$ cat config.mk
export PLATFORM = sky130hd
export DESIGN_NAME = pri_dec_q
export DESIGN_NICKNAME = d
export VERILOG_FILES = /design/src/rtl/pri_dec_pkg.sv /design/src/rtl/pri_dec_fifo.sv /design/src/rtl/pri_dec_q.sv
export SDC_FILE = /design/constraint.sdc
export NUM_CORES = 1
export LEC_CHECK = 0
export BUFFER_PORTS_ARGS = -buffer_cell sky130_fd_sc_hd__buf_2
export CAP_MARGIN = 20
export CORE_ASPECT_RATIO = 0.9
export CORE_UTILIZATION = 45
export DETAILED_ROUTE_END_ITERATION = 8
export HOLD_SLACK_MARGIN = 0.02
export PLACE_DENSITY_LB_ADDON = 0.15
export SLEW_MARGIN = 20
export SYNTH_ARGS = -nofsm -noshare
export SYNTH_HDL_FRONTEND = slang
export SYNTH_SLANG_ARGS = --single-unit
$ cat constraint.sdc
create_clock -name clk -period 4.1 [get_ports clk]
set_input_delay 0.82 -clock clk [delete_from_list [all_inputs] [get_ports clk]]
set_output_delay 0.82 -clock clk [all_outputs]
set_load 0.01 [all_outputs]
$ cat src/rtl/pri_dec_pkg.sv
// Shared constants, index type and one-hot helper for the queued index-to-one-hot decoder.
package pri_dec_pkg;

  localparam int unsigned DefaultIw    = 3;
  localparam int unsigned DefaultDepth = 4;
  localparam int unsigned DefaultOw    = 1 << DefaultIw;

  typedef logic [DefaultIw-1:0] idx_t;

  function automatic logic [DefaultOw-1:0] onehot(idx_t idx);
    logic [DefaultOw-1:0] vec;
    vec      = '0;
    vec[idx] = 1'b1;
    return vec;
  endfunction

endpackage

$ cat src/rtl/pri_dec_fifo.sv
// Index FIFO: storage, wrapping pointers and occupancy count; full/empty derive from count only.
module pri_dec_fifo #(
  parameter int unsigned IW    = 3,
  parameter int unsigned DEPTH = 4
) (
  input  logic                     clk,
  input  logic                     rst,
  input  logic                     push,
  input  logic [IW-1:0]            push_idx,
  input  logic                     pop,
  output logic [IW-1:0]            head,
  output logic [$clog2(DEPTH):0]   count
);

  localparam int unsigned AW = $clog2(DEPTH);
  localparam int unsigned PW = AW + 1;

  logic [IW-1:0] mem_q [DEPTH];
  logic [PW-1:0] wr_ptr_q, wr_ptr_d;
  logic [PW-1:0] rd_ptr_q, rd_ptr_d;
  logic [PW-1:0] count_q, count_d;

  always_comb begin
    wr_ptr_d = wr_ptr_q;
    rd_ptr_d = rd_ptr_q;
    count_d  = count_q;
    if (push) wr_ptr_d = wr_ptr_q + PW'(1);
    if (pop)  rd_ptr_d = rd_ptr_q + PW'(1);
    unique case ({push, pop})
      2'b10:   count_d = count_q + PW'(1);
      2'b01:   count_d = count_q - PW'(1);
      default: count_d = count_q;
    endcase
  end

  always_ff @(posedge clk or posedge rst) begin
    if (rst) begin
      wr_ptr_q <= '0;
      rd_ptr_q <= '0;
      count_q  <= '0;
    end else begin
      wr_ptr_q <= wr_ptr_d;
      rd_ptr_q <= rd_ptr_d;
      count_q  <= count_d;
    end
  end

  // Storage is deliberately not reset; stale entries are hidden by count.
  always_ff @(posedge clk) begin
    if (push) mem_q[wr_ptr_q[AW-1:0]] <= push_idx;
  end

  assign head  = mem_q[rd_ptr_q[AW-1:0]];
  assign count = count_q;

endmodule

$ cat src/rtl/pri_dec_q.sv
// Queued index-to-one-hot decoder with valid/ready on both sides.
// Optional sticky delivered-vector mask when PRI_DEC_MASK_EN is defined.
module pri_dec_q
  import pri_dec_pkg::*;
#(
  parameter int unsigned IW    = DefaultIw,
  parameter int unsigned DEPTH = DefaultDepth,
  localparam int unsigned OW   = 1 << IW,
  localparam int unsigned CW   = $clog2(DEPTH) + 1
) (
  input  logic          clk,
  input  logic          rst,
  input  logic          in_valid,
  input  logic [IW-1:0] in_idx,
  output logic          in_ready,
  output logic          out_valid,
  output logic [OW-1:0] out_onehot,
  input  logic          out_ready,
  output logic [CW-1:0] count
`ifdef PRI_DEC_MASK_EN
  ,
  output logic [OW-1:0] mask,
  input  logic          mask_clr
`endif
);

  logic          push;
  logic          pop;
  logic [IW-1:0] head;
  logic [OW-1:0] head_dec;

  pri_dec_fifo #(
    .IW    (IW),
    .DEPTH (DEPTH)
  ) u_fifo (
    .clk      (clk),
    .rst      (rst),
    .push     (push),
    .push_idx (in_idx),
    .pop      (pop),
    .head     (head),
    .count    (count)
  );

  // Handshake flags come from the count register only, never from the opposite side's inputs.
  assign in_ready  = (count != CW'(DEPTH));
  assign out_valid = (count != '0);
  assign push      = in_valid & in_ready;
  assign pop       = out_valid & out_ready;

  if (IW == DefaultIw) begin : g_pkg_dec
    assign head_dec = onehot(idx_t'(head));
  end else begin : g_gen_dec
    assign head_dec = OW'(1) << head;
  end

  assign out_onehot = out_valid ? head_dec : '0;

`ifdef PRI_DEC_MASK_EN
  logic [OW-1:0] mask_q, mask_d;

  // Clear applies before the popped vector is merged in.
  always_comb begin
    mask_d = mask_q;
    if (mask_clr) mask_d = '0;
    if (pop)      mask_d = mask_d | out_onehot;
  end

  always_ff @(posedge clk or posedge rst) begin
    if (rst) mask_q <= '0;
    else     mask_q <= mask_d;
  end

  assign mask = mask_q;
`endif

endmodule
======== Word level (Yosys, flattened, before mapping) ========
Memories as Yosys holds them, arrays and structs flattened.
Index checks and enable logic that the tools add are counted.
Widths: inputs -> output; s select.
word-level totals
  memory bits (writable) .................. 12
  latch bits .............................. 0
  ROM bits ................................ 0
  input bits .............................. 7
  register bits after elaboration ......... 9
  output and inout port bits .............. 13
  memories ................................ 1
  word-level logic and storage cells ...... 24
memory list
  memory        depth  bits a word  read ports  clocked after Yosys merged registers in  wr ports  RTL line            source
  u_fifo.mem_q  4      3            1           0                                        1         pri_dec_fifo.sv:18  logic [IW-1:0] mem_q [DEPTH];
operators by class
  bitwise logic cells ..................... 2
  equality and inequality tests ........... 3
  add/sub/neg operators ................... 4
  multipliers ............................. 0
  shift-type cells ........................ 0
  divide/modulo/power cells ............... 0
  magnitude comparators ................... 2
  reductions and logical operators ........ 3
  multiplexer cells ....................... 6
operator list
  kind                 count
  $add 3x1->3 const B  3
  $mux 8               1
  $pmux 3 s2           1
  $lt 3x4->1 const B   1
  $demux 1 s3          1
  $ge 3x1->1 const B   1
  $mux 1               3
  $ne 3x3->1 const B   1
  $reduce_bool 3->1    1
  $sub 3x1->3 const B  1
  $and 1x1->1          2
  $eq 2x1->1 const B   1
  $eq 2x2->1 const B   1
  $reduce_bool 2->1    1
  $logic_and 1x1->1    1

======== Longest topological paths before layout ========
Gate-level depths: netlist (run 1).
An unclocked memory read counts as a cell.
  depth in word-level cells ............... 6
  mapped depth ............................ 9
  gate-level depth less buffers ........... 9

======== By module ========
From an unflattened synthesis (run 1), not the netlist that was laid out.
second synthesis, totals
  cells, all modules ...................... 66
  area, all modules ....................... 939.7 um^2
by module, submodules not included
  module        area an instance (um^2)  instances  cells an instance  sequential area each (um^2)
  pri_dec_fifo  817.0                    1          48                 535.5
  pri_dec_q     122.6                    1          18                 0.0

======== Worst setup path after synthesis (run 1) ========
Ideal clock, no wire load.
  path kind ............................... reg2out
  from .................................... register u_fifo.rd_ptr_q[0]
  to ...................................... output port out_onehot[0]
  setup slack ............................. 1.913 ns
  cell stages (with the launch flop) ...... 5
  data arrival time ....................... 1.367 ns
  data required time ...................... 3.280 ns
  path through ............................ dfrtp_1 buf_6 mux4_2 or2_1 nor2_1
between the ends
  longest elaborated chain between the ends .. 6
RTL lines
  item                                                            RTL line            source
  start, declared                                                 pri_dec_fifo.sv:20  logic [PW-1:0] rd_ptr_q, rd_ptr_d;
  start signal, assigned                                          pri_dec_fifo.sv:43  rd_ptr_q <= rd_ptr_d;
  $mem_v2 4x3 (*)                                                 -
  $lt 3x4->1 (implied by the code) or $ge 3x1->1 (tied branches)  pri_dec_pkg.sv:13   vec[idx] = 1'b1;
  $logic_and 1x1->1 (implied by the code)                         pri_dec_pkg.sv:13
  $mux 1 (implied by the code)                                    pri_dec_pkg.sv:13
  $demux 1 s3 (*)                                                 pri_dec_pkg.sv:13
  $mux 8 (*)                                                      pri_dec_q.sv:57     assign out_onehot = out_valid ? head_dec : '0;
  end, declared                                                   pri_dec_q.sv:17     output logic [OW-1:0] out_onehot,
Mark *: on every way between the ends. The rest lies on a longest branch, timed or not.

======== Worst setup path after layout (run 1) ========
  from .................................... register u_fifo.rd_ptr_q[0]
  to ...................................... output port out_onehot[1]
Same word-level chain as after synthesis.

==> metrics.txt, run 1 <==
run status=finished clean; met3 GRT Util=0.0269; # rows=15; RR Endpoint=u_fifo.count[2]; fill count=173; TritonCTS Sinks=19; Core Region=1930 um2; design area=1070 um2; Via density=4.81; # setup viols final=0; Setup Buffers After CTS=0; Worst-path clk slew=90 ps; CP Capture Type=primary output; Syn Area/Cell=13.5 um2; Area after DPL=1050 um2; final wirelength=1.36 mm; FF/Latch Area=536 um2; largest stage delay on the critical path=570 ps; I/O Pins=20; Slew headroom=0.795; CTS resizes=0; 1st-iter DRT viols=6; Initial Util=0.482; yosys warns=0; Max clock buf depth=2; nets@finish=105; R2R Setup Slk=1830 ps; Setup CP Type=reg -> out; grt met2 use=0.227; Peak Freq=375 MHz; Setup Skew=1.87 ps; CP max FO=5; Root Driver=clkbuf_4; Via Count=558; crit path cell chain=mux4_2 -> or2_1 -> nor2_1 -> buf_2; share of the clock period used by the worst path=0.650; Data required, critical path=3280 ps; initial antenna violation count=0; Worst-Skew Late Latency=280 ps; clock share of power=0.112; Int Power=0.487 mW; antenna fix cells=0; Top delay family on crit path=multiplexers; Final Worst Setup Slack=1430 ps; Pwr per Cell Area=726 nW/um2; Final TNS setup=0 ps; First-pass DRT Iterations=2; CTS tree=done; vias in the first global route=538; synth unique cells=22; switch share=0.375; total CTS buffers=3; RSZ-0062 raised after global routing=false; worst slack at placement=1740 ps; worst r2r src=u_fifo.count[0]; CP max stage cell=mux4_2; global-route wire length before repair=2.31 mm; Seq pwr share=0.411; Least-Margin Pin Slew=305 ps; Mapped Nets=82; global-route usage over all layers=0.144; Slew Limit Fails=0; Fin. Hold Viols=0; aggregate global routing overflow=0; routability cong.=0.673; Post-Syn Area=931 um2; post-route minimum period=2670 ps; die area=2250 um2; share of cells above drive strength 1=0.319; CP Data Arrival Time=1850 ps; CP Launch Type=register; #FFs+latches synth=19; Synth Instances=69; DRC Markers=0; M1 GR Usage=0.184; commonest non-fill, non-tap cell in the layout=buf_2; Gate power share=0.477; Leak=0.489 nW; worst reg2reg path depth=9; area grow syn2layout=15.2%; DP HPWL=1.15 mm; hold_buf cts=0; multi-input logic area=354 um2; Max-cap violations=0; NetSw=0.292 mW; GR peak layer=met2; sequential fraction of the synthesis area=0.575; Buffers & Inverters on Critical Path=1; Die W=49.9 um; H-tree levels=1; post-DR wirelength/cell=11.8 um; most frequent cells in the layout=buf_2 (19), edfxtp_1 (12), nor2_1 (9), inv_1 (8), dfrtp_1 (7); DIE HEIGHT=45.2 um; worst min-delay path class=in -> async; I/O Buffers=19; largest net degree at the start of global routing=11; antenna viol nets, final=0; IR drop worst, VDD=401 uV
## state kept, by name (all words and copies together), names as in the netlist
name / count
u_fifo.count: 3
u_fifo.mem_q: 12
u_fifo.rd_ptr_q: 2
u_fifo.wr_ptr_q: 2
## power by group through the flow
stage	Sequential [mW]	Combinational, mW	Clock (mW)
3_5_place_dp	0.326	0.375	0
6_report	0.320	0.371	0.0874
2_1_floorplan	0.313	0.286	0
5_1_grt	0.329	0.421	0.0973
3_3_place_gp	0.324	0.364	0
4_1_cts	0.321	0.377	0.0896
## how the worst max path moves through the flow
| stage | to | startpoint | cells after the start | slack, ps |
|---|---|---|---|---|
| after floorplan | out_onehot[0] | u_fifo.rd_ptr_q[0] | 4 | 1910 |
| after global placement | out_onehot[1] | u_fifo.rd_ptr_q[0] | 4 | 1790 |
| after detailed placement | out_onehot[1] | u_fifo.rd_ptr_q[0] | 4 | 1740 |
| after CTS | out_onehot[1] | u_fifo.rd_ptr_q[0] | 4 | 1410 |
| after global routing | out_onehot[1] | u_fifo.rd_ptr_q[0] | 4 | 1350 |
| final | out_onehot[1] | u_fifo.rd_ptr_q[0] | 4 | 1430 |
## synth_stat cells
cell      number  area (um2)
nand2_1        2        7.51
mux2i_1        1        10.0
mux4_2         3        67.6
ha_1           5        62.6
xor2_1         3        26.3
nor3_1         1        5.00
xnor2_1        3        26.3
or3b_4         1        11.3
nand2b_1       2        12.5
dfrtp_1        7         175
buf_6          1        11.3
nor2_1         9        33.8
mux2_2         1        11.3
or2_4          1        8.76
inv_1          8        30.0
and2_4         1        8.76
nand3_1        1        5.00
or2_1          1        6.26
fa_1           1        20.0
and3_1         4        25.0
edfxtp_1      12         360
and2_1         1        6.26
## logic make-up (layout without fill, tap and decap cells)
| group | after synthesis | count (layout) | share of synthesized area |
|---|---|---|---|
| XOR/XNOR | 6 | 6 | 0.0565 |
| adder cells (fa/ha/maj) | 6 | 6 | 0.0887 |
| buffers and inverters | 9 | 31 | 0.0444 |
| flip-flops | 19 | 19 | 0.575 |
| multiplexers | 5 | 5 | 0.0954 |
| AND/OR/NAND/NOR | 24 | 24 | 0.140 |
## per-layer routing
metal  share of wire  up-vias  routed length (um)
li1                -      275                   -
met4           0.026        0                  35
met2            0.44       17                 596
met5               0        -                   0
met1            0.49      261                 674
met3           0.041        5                  56
## through the flow
stage | total power [mW] | instances | hold slack [ps] | util
2_1_floorplan | 0.599 | 69 | 506 | -
3_3_place_gp | 0.689 | 112 | 492 | 0.541
3_5_place_dp | 0.701 | 112 | 507 | 0.541
4_1_cts | 0.788 | 116 | 445 | 0.555
5_1_grt | 0.847 | 116 | 461 | 0.555
6_report | 0.778 | 116 | 439 | 0.555
## worst register-to-register path: cells and delay by family, from the launching register on
| family | cells | cell delay (ps) |
|---|---|---|
| DFF | 1 | 440 |
| xor gates and xnor gates | 2 | 330 |
| buffers and inverters | 2 | 120 |
| and+or+nand+nor | 3 | 760 |
| adders and majority gates | 2 | 540 |
## area by class of cell
class | count | area share
inverter | 8 | 0.0280
clock buffer | 4 | 0.0245
tap | 25 | 0.0292
timing repair buffer | 19 | 0.0887
multi-input combinational | 41 | 0.330
sequential | 19 | 0.499
No activity file was read; power rests on OpenSTA's default activity.
==> run 2: changes to the inputs <==
Clock period 4.1 ns to 2.65 ns, I/O delays scaled along.
==> metrics.txt, run 2 (synthesis results as in run 1) <==
Via Count=557 (-0.18%); Via density=4.80 (-0.18%); post-layout util=0.555 (unchanged); worst min-delay path class=in -> async; antenna viol nets, final=0 (unchanged); total CTS buffers=3 (unchanged); 1st-iter DRT viols=6 (unchanged); I/O Pins=20 (unchanged); die area=2250 um2 (unchanged); final wirelength=1.46 mm (+7.1%); Initial Util=0.482 (unchanged); Slew Limit Fails=0 (unchanged); global-route usage over all layers=0.159 (+0.0147); IR drop worst, VDD=575 uV (+43%); Int Power=0.754 mW (+55%); vias in the first global route=560 (+4.1%); run status=finished clean; CTS resizes=0 (unchanged); CP Data Arrival Time=1870 ps (+20 ps); DRC Markers=0 (unchanged); Final Worst Setup Slack=246 ps (-1190 ps); Pwr per Cell Area=1130 nW/um2 (+56%); largest stage delay on the critical path=580 ps (about the same); Slew headroom=0.809 (+0.0137); Root Driver=clkbuf_4; max FFs per register=12 (unchanged); H-tree levels=1 (unchanged); crit path cell chain=mux4_2 -> or2_1 -> nor2_1 -> buf_2; post-route minimum period=2400 ps; switch share=0.380 (+0.00522); initial antenna violation count=0 (unchanged); First-pass DRT Iterations=4 (+2); CTS tree=done; Gate power share=0.472 (-0.005); Core Region=1930 um2 (unchanged); largest net degree at the start of global routing=11 (unchanged); CP Capture Type=primary output; NetSw=0.462 mW (+58%); fill count=173 (unchanged); share of the clock period used by the worst path=0.907; Leak=0.489 nW (unchanged); worst slack at placement=441 ps (-1290 ps); Max clock buf depth=2 (unchanged); hold_buf cts=0 (unchanged); most frequent cells in the layout=buf_2 (19), edfxtp_1 (12), nor2_1 (9), inv_1 (8), dfrtp_1 (7); area grow syn2layout=15.2% (unchanged); DIE HEIGHT=45.2 um (unchanged); clock share of power=0.116 (+0.004); Least-Margin Pin Slew=287 ps (-18.2 ps); CP Launch Type=register; share of cells above drive strength 1=0.319 (unchanged); Max-cap violations=0 (unchanged); Worst-Skew Late Latency=290 ps (about the same); aggregate global routing overflow=0 (unchanged); Setup CP Type=reg -> out; global-route wire length before repair=2.54 mm (+9.9%); Peak Freq=416 MHz; routability cong.=0.648 (-3.6%); Seq pwr share=0.411 (about the same); antenna fix cells=0 (unchanged); Setup Buffers After CTS=0 (unchanged); commonest non-fill, non-tap cell in the layout=buf_2; placed insts=112 (unchanged); post-DR wirelength/cell=12.6 um (+7.1%); Data required, critical path=2120 ps (-1160 ps); Finished Layout Cells=116 (unchanged); nets@finish=105 (unchanged); Worst-path clk slew=100 ps (about the same); DP HPWL=1.17 mm (+2.1%); # setup viols final=0 (unchanged); CP max stage cell=mux4_2; Fin. Hold Viols=0 (unchanged); Die W=49.9 um (unchanged); # rows=15 (unchanged); Setup Skew=3.77 ps (+1.90 ps); I/O Buffers=19 (unchanged); TritonCTS Sinks=19 (unchanged); Final TNS setup=0 ps (unchanged); CP max FO=5 (unchanged); RSZ-0062 raised after global routing=false
## run 2: cell counts in the layout (fill, tap and decap cells not counted)
No cell type changed its count.
## run 2: critical path: cells and delay by family, from the launching register on
kind,cells,cell delay [ps]
AND/OR/NAND/NOR,2,350
multiplexers,1,580
buffers and inverters,1,130
flip-flops,1,520
## run 2: path summary, 6_finish.rpt
kind	cells after the start	slack [ps]	endpoint	startpoint
setup / recovery	4	250	out_onehot[0]	u_fifo.rd_ptr_q[0]
hold / removal	2	150	u_fifo.wr_ptr_q[1]	rst
setup reg to reg	9	430	u_fifo.count[2]	u_fifo.count[0]
hold reg to reg	1	530	u_fifo.count[2]	u_fifo.count[2]
max in group asynchronous	2	2290	u_fifo.count[0]	rst
min in group clk	1	450	u_fifo.mem_q[2][0]	in_idx[0]
## run 2: final cells by class
class | count | area, um2 | area share
multi-input combinational | 41 | 354 | 0.330
inverter | 8 | 30.0 | 0.0280
sequential | 19 | 536 | 0.499
tap | 25 | 31.3 | 0.0292
timing repair buffer | 19 | 95.1 | 0.0887
clock buffer | 4 | 26.3 | 0.0245
## run 2: power by group through the flow
stage / Clock (mW) / Combinational (mW) / Sequential [mW]
final: 0.141 / 0.574 / 0.500
after global routing: 0.162 / 0.655 / 0.519
after CTS: 0.147 / 0.583 / 0.503
after detailed placement: 0 / 0.581 / 0.511
after global placement: 0 / 0.563 / 0.507
after floorplan: 0 / 0.442 / 0.485
## run 2: per-stage QoR
step,hold slack [ps],instance area [um2],total power [mW]
final,148,1070,1.22
after global placement,471,1050,1.07
after floorplan,333,931,0.927
after global routing,156,1070,1.34
after detailed placement,476,1050,1.09
after CTS,148,1070,1.23
## run 2: routing by layer
layer,up-vias,GRT usage,part of all wire
li1,273,-,-
met1,266,0.214,0.48
met2,16,0.249,0.47
met3,2,0.0303,0.035
met4,0,0.0857,0.0089
met5,-,0,0
